## config.mk

```make
export PLATFORM = sky130hd
export DESIGN_NAME = keypad_scanner
export DESIGN_NICKNAME = d
export VERILOG_FILES = /design/src/rtl/keypad_pkg.sv /design/src/rtl/sync_fifo.sv /design/src/rtl/keypad_scanner.sv
export SDC_FILE = /design/constraint.sdc
export NUM_CORES = 1
export LEC_CHECK = 0
export ABC_AREA = 0
export CAP_MARGIN = 5
export CORE_UTILIZATION = 35
export CTS_CLUSTER_DIAMETER = 40
export DETAILED_ROUTE_END_ITERATION = 7
export PLACE_DENSITY = 0.56
export REMOVE_ABC_BUFFERS = 1
export SYNTH_ARGS = -nofsm -noshare
export SYNTH_HDL_FRONTEND = slang
export SYNTH_SLANG_ARGS = --single-unit
```

## constraint.sdc

```tcl
create_clock -name clk -period 4.2 [get_ports clk]
set_clock_uncertainty 0.15 [all_clocks]
set_input_delay 0.84 -clock clk [delete_from_list [all_inputs] [get_ports clk]]
set_output_delay 0.84 -clock clk [all_outputs]
set_load 0.01 [all_outputs]
```

## src/rtl/keypad_pkg.sv

```systemverilog
// -----------------------------------------------------------------------------
// keypad_pkg
// Shared definitions for the keypad scanner:
//   - kp_state_e : debounce FSM states
//   - OP_*       : index of each direct operation pin on i_op_pins
//   - code_width : keycode width, 1 type bit + enough bits for the larger of
//                  the matrix key index and the operation index
// -----------------------------------------------------------------------------
package keypad_pkg;

   typedef enum logic [1:0] {
      IDLE       = 2'd0,
      PRESS_DB   = 2'd1,
      HELD       = 2'd2,
      RELEASE_DB = 2'd3
   } kp_state_e;

   localparam int OP_AC  = 0;
   localparam int OP_ADD = 1;
   localparam int OP_SUB = 2;
   localparam int OP_MUL = 3;
   localparam int OP_DIV = 4;
   localparam int OP_EQ  = 5;

   function automatic int code_width(input int rows, input int cols, input int n_ops);
      int key_w;
      int op_w;
      key_w = $clog2(rows * cols);
      op_w  = $clog2(n_ops);
      return (key_w > op_w) ? (1 + key_w) : (1 + op_w);
   endfunction

endpackage

```

## src/rtl/sync_fifo.sv

```systemverilog
// -----------------------------------------------------------------------------
// sync_fifo
// Single-clock first-in first-out queue with a registered head.
//   clk, rst_n  : clock, asynchronous active-low reset
//   push        : enqueue push_data (dropped silently when full and not popping)
//   push_data   : WIDTH-bit data to enqueue
//   pop         : dequeue the head (ignored when empty)
//   head_data   : registered copy of the oldest entry, 0 when empty
//   head_valid  : registered "queue not empty"
//   full, empty : occupancy flags decoded from the count register
// DEPTH must be a power of two so the pointers wrap naturally.
// -----------------------------------------------------------------------------
module sync_fifo #(
   parameter int WIDTH = 5,
   parameter int DEPTH = 4
) (
   input  logic             clk,
   input  logic             rst_n,
   input  logic             push,
   input  logic [WIDTH-1:0] push_data,
   input  logic             pop,
   output logic [WIDTH-1:0] head_data,
   output logic             head_valid,
   output logic             full,
   output logic             empty
);

   localparam int PTR_W = $clog2(DEPTH);
   localparam int CNT_W = PTR_W + 1;
   localparam logic [CNT_W-1:0] CNT_FULL = CNT_W'(DEPTH);
   localparam logic [CNT_W-1:0] CNT_ONE  = CNT_W'(1);
   localparam logic [PTR_W-1:0] PTR_ONE  = PTR_W'(1);

   logic [WIDTH-1:0] mem_r [DEPTH];
   logic [PTR_W-1:0] wr_r;
   logic [PTR_W-1:0] rd_r;
   logic [CNT_W-1:0] cnt_r;
   logic [WIDTH-1:0] head_r;
   logic             valid_r;

   logic             do_pop_s;
   logic             do_push_s;
   logic [CNT_W-1:0] cnt_n_s;
   logic [PTR_W-1:0] rd_n_s;
   logic [PTR_W-1:0] wr_n_s;
   logic [WIDTH-1:0] head_n_s;

   assign full       = (cnt_r == CNT_FULL);
   assign empty      = (cnt_r == '0);
   assign head_data  = head_r;
   assign head_valid = valid_r;

   // Next-state for pointers, count and the registered head.
   always_comb begin
      do_pop_s  = pop && (cnt_r != '0);
      // A full queue still accepts a push when the head leaves in the same cycle.
      do_push_s = push && ((cnt_r != CNT_FULL) || do_pop_s);

      case ({do_push_s, do_pop_s})
         2'b10:   cnt_n_s = cnt_r + CNT_ONE;
         2'b01:   cnt_n_s = cnt_r - CNT_ONE;
         default: cnt_n_s = cnt_r;
      endcase

      rd_n_s = do_pop_s  ? (rd_r + PTR_ONE) : rd_r;
      wr_n_s = do_push_s ? (wr_r + PTR_ONE) : wr_r;

      // When the incoming word becomes the only entry it bypasses the array.
      if (cnt_n_s == '0) begin
         head_n_s = '0;
      end else if (do_push_s && (cnt_n_s == CNT_ONE)) begin
         head_n_s = push_data;
      end else begin
         head_n_s = mem_r[rd_n_s];
      end
   end

   // Storage array write port.
   always_ff @(posedge clk or negedge rst_n) begin
      if (!rst_n) begin
         for (int i = 0; i < DEPTH; i++) begin
            mem_r[i] <= '0;
         end
      end else if (do_push_s) begin
         mem_r[wr_r] <= push_data;
      end
   end

   // Pointer, count and head registers.
   always_ff @(posedge clk or negedge rst_n) begin
      if (!rst_n) begin
         wr_r    <= '0;
         rd_r    <= '0;
         cnt_r   <= '0;
         head_r  <= '0;
         valid_r <= 1'b0;
      end else begin
         wr_r    <= wr_n_s;
         rd_r    <= rd_n_s;
         cnt_r   <= cnt_n_s;
         head_r  <= head_n_s;
         valid_r <= (cnt_n_s != '0);
      end
   end

endmodule

```

## src/rtl/keypad_scanner.sv

```systemverilog
// -----------------------------------------------------------------------------
// keypad_scanner
// Scans a ROWS x COLS key matrix one row per cycle, merges in the direct
// operation buttons, debounces over whole scan passes and queues one keycode
// per debounced press/release cycle.
//   clk, rst_n     : clock, asynchronous active-low reset
//   o_word_lines   : one-hot row drive (row 0 after reset)
//   i_bit_lines    : column sense for the currently driven row
//   i_op_pins      : active-high operation buttons (OP_AC..OP_EQ)
//   o_data         : keycode at the queue head ({0,row*COLS+col} or {1,op})
//   o_data_valid   : queue not empty
//   i_read_ready   : consumer takes the head when o_data_valid is high
//   o_overflow     : one-cycle pulse when a keycode is dropped on a full queue
// -----------------------------------------------------------------------------
module keypad_scanner
   import keypad_pkg::*;
#(
   parameter  int ROWS            = 4,
   parameter  int COLS            = 4,
   parameter  int N_OPS           = 6,
   parameter  int DEBOUNCE_PASSES = 2,
   parameter  int FIFO_DEPTH      = 4,
   localparam int CODE_W          = code_width(ROWS, COLS, N_OPS)
) (
   input  logic              clk,
   input  logic              rst_n,
   output logic [ROWS-1:0]   o_word_lines,
   input  logic [COLS-1:0]   i_bit_lines,
   input  logic [N_OPS-1:0]  i_op_pins,
   output logic [CODE_W-1:0] o_data,
   output logic              o_data_valid,
   input  logic              i_read_ready,
   output logic              o_overflow
);

   localparam int ROW_W = $clog2(ROWS);
   localparam int COL_W = $clog2(COLS);
   localparam int OP_W  = (N_OPS > 1) ? $clog2(N_OPS) : 1;
   localparam int IDX_W = CODE_W - 1;
   localparam int CNT_W = $clog2(DEBOUNCE_PASSES + 1);

   localparam logic [ROW_W-1:0] ROW_LAST  = ROW_W'(ROWS - 1);
   localparam logic [ROW_W-1:0] ROW_ONE   = ROW_W'(1);
   localparam logic [ROWS-1:0]  WORD_INIT = ROWS'(1);
   localparam logic [CNT_W-1:0] CNT_ONE   = CNT_W'(1);
   localparam logic [CNT_W-1:0] DB_TARGET = CNT_W'(DEBOUNCE_PASSES);

   // Row scan
   logic [ROW_W-1:0]  row_r;
   logic [ROWS-1:0]   word_r;
   logic              last_row_s;

   // Per-cycle decode
   logic [COL_W-1:0]  col_idx_s;
   logic [OP_W-1:0]   op_idx_s;
   logic              num_any_s;
   logic              op_any_s;
   logic              press_s;
   logic [IDX_W-1:0]  num_idx_s;
   logic [CODE_W-1:0] cur_code_s;

   // Pass accumulation
   logic              hit_acc_r;
   logic [CODE_W-1:0] cand_acc_r;
   logic              pass_hit_s;
   logic [CODE_W-1:0] pass_cand_s;

   // Debounce FSM
   kp_state_e         state_r;
   kp_state_e         state_n_s;
   logic [CNT_W-1:0]  cnt_r;
   logic [CNT_W-1:0]  cnt_n_s;
   logic [CNT_W-1:0]  cnt_inc_s;
   logic [CODE_W-1:0] held_r;
   logic [CODE_W-1:0] held_n_s;
   logic              push_s;

   // Queue interface
   logic              pop_s;
   logic              fifo_full_s;
   logic              fifo_empty_s;
   logic              ovf_r;

   assign last_row_s   = (row_r == ROW_LAST);
   assign o_word_lines = word_r;
   assign o_overflow   = ovf_r;

   // Row counter with a matching one-hot drive register.
   always_ff @(posedge clk or negedge rst_n) begin
      if (!rst_n) begin
         row_r  <= '0;
         word_r <= WORD_INIT;
      end else if (last_row_s) begin
         row_r  <= '0;
         word_r <= WORD_INIT;
      end else begin
         row_r  <= row_r + ROW_ONE;
         word_r <= {word_r[ROWS-2:0], word_r[ROWS-1]};
      end
   end

   // Highest sensed column and lowest pressed operation pin this cycle.
   always_comb begin
      col_idx_s = '0;
      for (int c = 0; c < COLS; c++) begin
         col_idx_s = i_bit_lines[c] ? COL_W'(c) : col_idx_s;
      end
      op_idx_s = '0;
      for (int i = N_OPS - 1; i >= 0; i--) begin
         op_idx_s = i_op_pins[i] ? OP_W'(i) : op_idx_s;
      end
   end

   assign num_any_s = |i_bit_lines;
   assign op_any_s  = |i_op_pins;
   assign press_s   = num_any_s | op_any_s;
   assign num_idx_s = IDX_W'(row_r) * IDX_W'(COLS) + IDX_W'(col_idx_s);
   // Operation buttons win over a matrix key seen in the same cycle.
   assign cur_code_s = op_any_s ? {1'b1, IDX_W'(op_idx_s)} : {1'b0, num_idx_s};

   // The last row's own sample still counts toward the pass result.
   assign pass_hit_s  = hit_acc_r | press_s;
   assign pass_cand_s = hit_acc_r ? cand_acc_r : cur_code_s;

   // Accumulate the pass result; keep the code from the first pressed cycle.
   always_ff @(posedge clk or negedge rst_n) begin
      if (!rst_n) begin
         hit_acc_r  <= 1'b0;
         cand_acc_r <= '0;
      end else if (last_row_s) begin
         hit_acc_r  <= 1'b0;
         cand_acc_r <= '0;
      end else if (!hit_acc_r && press_s) begin
         hit_acc_r  <= 1'b1;
         cand_acc_r <= cur_code_s;
      end
   end

   assign cnt_inc_s = cnt_r + CNT_ONE;

   // Debounce next-state; only evaluated on the last row of a pass.
   always_comb begin
      state_n_s = state_r;
      cnt_n_s   = cnt_r;
      held_n_s  = held_r;
      push_s    = 1'b0;
      if (last_row_s) begin
         case (state_r)
            IDLE: begin
               if (pass_hit_s) begin
                  // A single-pass debounce passes straight through PRESS_DB.
                  if (CNT_ONE == DB_TARGET) begin
                     state_n_s = HELD;
                     cnt_n_s   = '0;
                     held_n_s  = pass_cand_s;
                  end else begin
                     state_n_s = PRESS_DB;
                     cnt_n_s   = CNT_ONE;
                  end
               end else begin
                  state_n_s = IDLE;
                  cnt_n_s   = '0;
               end
            end
            PRESS_DB: begin
               if (!pass_hit_s) begin
                  state_n_s = IDLE;
                  cnt_n_s   = '0;
               end else if (cnt_inc_s == DB_TARGET) begin
                  state_n_s = HELD;
                  cnt_n_s   = '0;
                  held_n_s  = pass_cand_s;
               end else begin
                  cnt_n_s   = cnt_inc_s;
               end
            end
            HELD: begin
               if (pass_hit_s) begin
                  state_n_s = HELD;
               end else if (CNT_ONE == DB_TARGET) begin
                  state_n_s = IDLE;
                  cnt_n_s   = '0;
                  push_s    = 1'b1;
               end else begin
                  state_n_s = RELEASE_DB;
                  cnt_n_s   = CNT_ONE;
               end
            end
            RELEASE_DB: begin
               if (pass_hit_s) begin
                  state_n_s = HELD;
                  cnt_n_s   = '0;
               end else if (cnt_inc_s == DB_TARGET) begin
                  state_n_s = IDLE;
                  cnt_n_s   = '0;
                  push_s    = 1'b1;
               end else begin
                  cnt_n_s   = cnt_inc_s;
               end
            end
            default: begin
               state_n_s = IDLE;
               cnt_n_s   = '0;
            end
         endcase
      end else begin
         state_n_s = state_r;
      end
   end

   // Debounce state, pass counter and latched keycode.
   always_ff @(posedge clk or negedge rst_n) begin
      if (!rst_n) begin
         state_r <= IDLE;
         cnt_r   <= '0;
         held_r  <= '0;
      end else begin
         state_r <= state_n_s;
         cnt_r   <= cnt_n_s;
         held_r  <= held_n_s;
      end
   end

   assign pop_s = i_read_ready & ~fifo_empty_s;

   // Flag a keycode that arrives on a full queue with nothing leaving.
   always_ff @(posedge clk or negedge rst_n) begin
      if (!rst_n) begin
         ovf_r <= 1'b0;
      end else begin
         ovf_r <= push_s & fifo_full_s & ~pop_s;
      end
   end

   sync_fifo #(
      .WIDTH (CODE_W),
      .DEPTH (FIFO_DEPTH)
   ) u_fifo (
      .clk        (clk),
      .rst_n      (rst_n),
      .push       (push_s),
      .push_data  (held_r),
      .pop        (pop_s),
      .head_data  (o_data),
      .head_valid (o_data_valid),
      .full       (fifo_full_s),
      .empty      (fifo_empty_s)
   );

endmodule

```

# After elaboration in Yosys (flattened, before gate mapping)
# Index checks and enable logic that the tools add are counted.
# word_totals
ff_bits	55
elab_cells	110
# classes
n_addsub	7
n_lt_le_gt_ge	3
eq_ne	13
muxes	43
n_bitwise	9
n_reduce_logical	18
# ops
cell	count
2-to-1 mux 5 bit	9
2-to-1 mux 2 bit	12
bitwise mux 20 bit	1
2-to-1 mux 3 bit	6
case mux 2 bit (4 select lines)	2
binary-select mux 5 bit (select 2 bit)	1
demux 5 bit (select 2 bit)	1
equality test 2 bit, second input constant	5
2-to-1 mux 1 bit	9
inequality test 3 bit, second input constant	3
adder 2 x 1 -> 2 bit, second input constant	4
>= comparator 3 bit, second input constant	2
zero test 3 bit	2
NOT 2 -> 3 bit	2
case mux 3 bit (2 select lines)	1
nonzero test 3 bit	2
OR reduction 6 bit	1
logical AND 1 bit	5
adder 4 x 2 -> 4 bit	1
equality test 2 x 1 -> 1 bit, second input constant	2
2-to-1 mux 4 bit	1
AND reduction 4 bit	1
OR reduction 4 bit	1
adder 3 x 1 -> 3 bit, second input constant	1
other kinds (14)	18

# Depth between registers and ports, before layout
# depth
word_depth	13
depth_mapped	10

# Cells and area by module
# A second synthesis with hierarchy kept.
# hier_totals
hier_cells	269
hier_area_um2	3011.6
# by_module_without_submodules
module	instances	cells_per_inst	area_each_um2	seq_area_each_um2
sync_fifo	1	167	1889.3	825.8
keypad_scanner	1	102	1122.3	551.8

# Worst setup path after synthesis
# Ideal clock, no wire load.
# synth_path
path_type	in2reg
startpoint	input port i_op_pins[1]
endpoint	register u_fifo.head_r[0] (netlist: u_fifo.head_data[0])
arrival_time_ps	3266
t_required_ps	3930
setup_slack_ps	664
cell_stages	10
path_cell_list	or4_1 -> buf_2 -> or4_4 -> nand2_1 -> fa_1 -> a211oi_1 -> mux2i_1 -> nand3_2 -> nor2_1 -> a31o_1
# synth_between
elab_chain_cells	13
elab_cells_between_ends	15
cone_classes	eq/ne: 3; mux: 6; bitwise: 2; reduce/logical: 4
# synth_rtl
element	line	rtl
from (decl)	keypad_scanner.sv:29	input logic [N_OPS-1:0] i_op_pins,
OR reduction 6 bit *	keypad_scanner.sv:115	assign op_any_s = |i_op_pins;
OR 1 bit *	keypad_scanner.sv:116	assign press_s = num_any_s | op_any_s;
OR 1 bit *	keypad_scanner.sv:122	assign pass_hit_s = hit_acc_r | press_s;
2-to-1 mux 1 bit *	keypad_scanner.sv:190	if (pass_hit_s) begin
2-to-1 mux 1 bit *	keypad_scanner.sv:148	case (state_r)
2-to-1 mux 1 bit *	keypad_scanner.sv:147	if (last_row_s) begin
logical AND 1 bit *	sync_fifo.sv:57	do_push_s = push && ((cnt_r != CNT_FULL) || do_pop_s);
equality test 2 x 1 -> 1 bit or equality test 2 bit (tied branches)	sync_fifo.sv:59	case ({do_push_s, do_pop_s})
case mux 3 bit (2 select lines) *	sync_fifo.sv:59	
net u_fifo.cnt_n_s[1]	sync_fifo.sv:43	logic [CNT_W-1:0] cnt_n_s;
equality test 3 x 1 -> 1 bit	sync_fifo.sv:71	end else if (do_push_s && (cnt_n_s == CNT_ONE)) begin
logical AND 1 bit	sync_fifo.sv:71	
2-to-1 mux 5 bit	sync_fifo.sv:71	
2-to-1 mux 5 bit *	sync_fifo.sv:69	if (cnt_n_s == '0) begin
net u_fifo.head_n_s[0]	sync_fifo.sv:46	logic [WIDTH-1:0] head_n_s;
to (signal assigned)	sync_fifo.sv:101	head_r <= head_n_s;
to (decl)	sync_fifo.sv:38	logic [WIDTH-1:0] head_r;
# The timed path passes the listed nets; every way through them passes the cells marked *.
# A chain may end at the register's enable or synchronous reset.

# Worst setup path in the final report
# layout_path
startpoint	input port i_op_pins[1]
endpoint	register u_fifo.head_r[3] (netlist: u_fifo.head_data[3])
# Same word-level chain as after synthesis.

==> results.tsv <==
metric	value	unit
hp-class	reg2reg	
power_density	394.9	nW/um^2
routed_wl	5089	um
grt-ovfl-total	0	
io_buffers	23	
crit_cells	10	
slew_violations	0	
route.detailed.wl_per_inst	14.46	um
ant_nets	0	
maxCapViolations	0	
setup.worst_path.end_class	register	
cp-start-kind	input port	
period_share	0.8908	
synthMuxAreaShare	0.1455	
cp_slowest_stage_delay	580	ps
postPlaceCellArea	2988	um^2
cts.repair.resized	0	
avgSynthCellArea	11.85	um^2
seq_area	1378	um^2
ys_seq_elements	55	
die_h	88.29	um
drt_pass1_iterations	6	
drc	0	
synth_compound_area_frac	0.1167	
area_delta_synth_final	18.29	%
cts.path.max_buffers	2	
htreeDepth	2	
diodes	0	
dieArea	7795	um^2
cp_max_fo	8	
cp.arrival	3800	ps
cts_inserted_buffers	5	
grt_usage	0.1448	
power_leakage	1.370	nW
fill_cells	714	
final_nets	271	
synth_edf_count	0	
tns	0	ps
setup_violations	0	
yosys.area_share.xor_xnor	0.02352	
io_pins	24	
worst_slew_pin_slew	895.4	ps
status	finished, final reports clean	
seq_area_frac_synth	0.5286	
cts_tree	yes	
grt_max_degree	37	
crit_family	simple AND/OR/NAND/NOR gates	
cts_setup_buffers	0	
critPathSlowestCell	or4_1	
syn_inst	220	
vias	1724	
drtIter0Drc	88	
min_period	3741	ps
crit_chain	clkdlybuf4s50_1 -> or4_1 -> or4_4 -> nand2_1 -> fa_1 -> a211oi_1 -> mux2i_1 -> nand3_2 -> nor2_1 -> a31o_1	
yosys.area_share.adder	0.03169	
synth_flop_cell	dfrtp_1	
critical_path_class	in2reg	
place.gp.congestion	0.8207	
synth_top_family_by_area	multiplexers	
rsz0062_at_grt	false	
cp_num_buf_inv	1	
required	4250	ps
hpwl	3712	um
grt_pass1_wl	8459	um
async_reset_ff_frac	1.000	
grt_antenna_before_repair	0	
clock_latency	320	ps
hold_viol	0	
fin_area	3083	um^2
min_path_cells	1	
hold_buffers	0	
die_w	88.29	um
clock-sinks	55	
max_slew_margin	0.3988	
timing.reg2reg.setup_slack	970	ps
start_util	0.3613	
clk_pin_slew_worst_paths	100	ps
rows	31	
synth_area	2606	um^2
synth_warnings	0	
synth_simple_gate_area_frac	0.1306	
root_buffer	clkbuf_8	
yosysUniqueCellTypes	43	
core	7214	um^2
ir_worst_vdd	0.1564	mV
rr_worst_depth	9	
drive_gt1_frac	0.1897	
multiInputGateArea	1167	um^2
viasPerCell	4.898	
first_global_vias	1617	
max_freq	0.2673	GHz
[cells in the mapped netlist, types with 2 or more instances]
| master | number | area (um^2) |
|---|---|---|
| mux2i_1 | 3 | 30.03 |
| o31a_1 | 7 | 61.31 |
| mux2_2 | 21 | 236.5 |
| nor2b_1 | 7 | 43.79 |
| nand2_1 | 20 | 75.07 |
| xnor2_1 | 5 | 43.79 |
| dfrtp_1 | 54 | 1351 |
| ha_1 | 5 | 62.56 |
| o21ai_0 | 12 | 60.06 |
| a21oi_1 | 12 | 60.06 |
| nand2b_1 | 5 | 31.28 |
| inv_1 | 9 | 33.78 |
| mux4_2 | 5 | 112.6 |
| nor3_1 | 4 | 20.02 |
| nor2_1 | 10 | 37.54 |
| or4_1 | 2 | 15.01 |
| clkbuf_1 | 4 | 15.01 |
| a21o_1 | 2 | 15.01 |
| xor2_1 | 2 | 17.52 |
| a31o_1 | 5 | 43.79 |
| or3_1 | 4 | 25.02 |
[power breakdown]
part,internal [W],switching [W],leakage [nW],total [W]
logic,0.000127,0.000190,0.625,0.000317
registers,0.000561,0.0000307,0.696,0.000591
clock network,0.000123,0.000185,0.0491,0.000309
[layer usage]
metal  part of all wire  up-vias  routed length, um  global-route usage
met5                  0        -                  0                   0
met4              0.014        0                 70             0.04839
met3              0.019        5                 98             0.02985
met2               0.44       21               2241              0.2091
met1               0.53      842               2679              0.2165
li1                   -      856                  -                   -
[worst register-to-register path: cells and delay by family, from the launching register on]
family,cells,cell delay [ps]
simple gates,5,1470
flops,1,540
fa+ha+maj,1,440
compound gates,2,420
mux,1,120
[final cells by class]
cell class | instances | area share
Sequential cell | 55 | 0.4468
Multi-Input combinational cell | 150 | 0.3787
Timing Repair Buffer | 31 | 0.09253
Tap cell | 99 | 0.04018
Clock buffer | 5 | 0.02232
Inverter | 9 | 0.01096
Clock inverter | 3 | 0.008523
[stage by stage]
stage | power, W | util | hold WS, ps | setup WS, ps | instances
after floorplan | 0.0008103 | - | 275.1 | 654.5 | 214
after global placement | 0.0009095 | 0.4142 | 312.1 | 200.9 | 344
after detailed placement | 0.0009157 | 0.4142 | 316.1 | 172.3 | 344
after CTS | 0.001227 | 0.4273 | 330.5 | 481.9 | 352
after global routing | 0.001295 | 0.4273 | 358.5 | 316.7 | 352
final | 0.001217 | 0.4273 | 330.0 | 458.8 | 352
[sequential cells by signal, indices dropped and copies added (netlist names), named ones only]
name,cells
u_fifo.head_valid,1
u_fifo.wr_r,2
u_fifo.cnt_r,3
u_fifo.mem_r,20
state_r,1
held_r,5
hit_acc_r,1
row_r,2
u_fifo.head_data,5
cnt_r,2
o_overflow,1
o_word_lines,4
cand_acc_r,5
u_fifo.rd_r,2
[path summary, 6_finish.rpt]
path                                       end          from
max in group asynchronous        cand_acc_r[1]         rst_n
min reg2reg                           row_r[0]      row_r[0]
max                        u_fifo.head_data[3]  i_op_pins[1]
min                                   row_r[0]      row_r[0]
min in group asynchronous       u_fifo.wr_r[0]         rst_n
max reg2reg                u_fifo.head_data[3]     hit_acc_r
[placed cells by master, fill, tap and decap left out, types with 2 or more instances in the layout]
master           synthesis  final
a21o_1                   2      2
mux2_2                  21     21
clkdlybuf4s50_1          0     22
or3_1                    4      4
nor2b_1                  7      7
clkbuf_8                 0      5
dfrtp_1                 54     54
o31a_1                   7      7
nand2b_1                 5      5
inv_1                    9      9
a21oi_1                 12     12
a31o_1                   5      5
xor2_1                   2      2
xnor2_1                  5      5
inv_6                    0      2
buf_4                    1      8
mux2i_1                  3      3
nor2_1                  10     10
or4_1                    2      2
nor3_1                   4      4
o21ai_0                 12     12
nand2_1                 20     20
mux4_2                   5      5
ha_1                     5      5
[cells by family after synthesis]
group           Yosys count
simple gates             62
flops                    55
compound gates           46
mux                      29
buf+inv                  15
xor+xnor                  7
fa+ha+maj                 6
No activity file was read; power rests on OpenSTA's default activity.
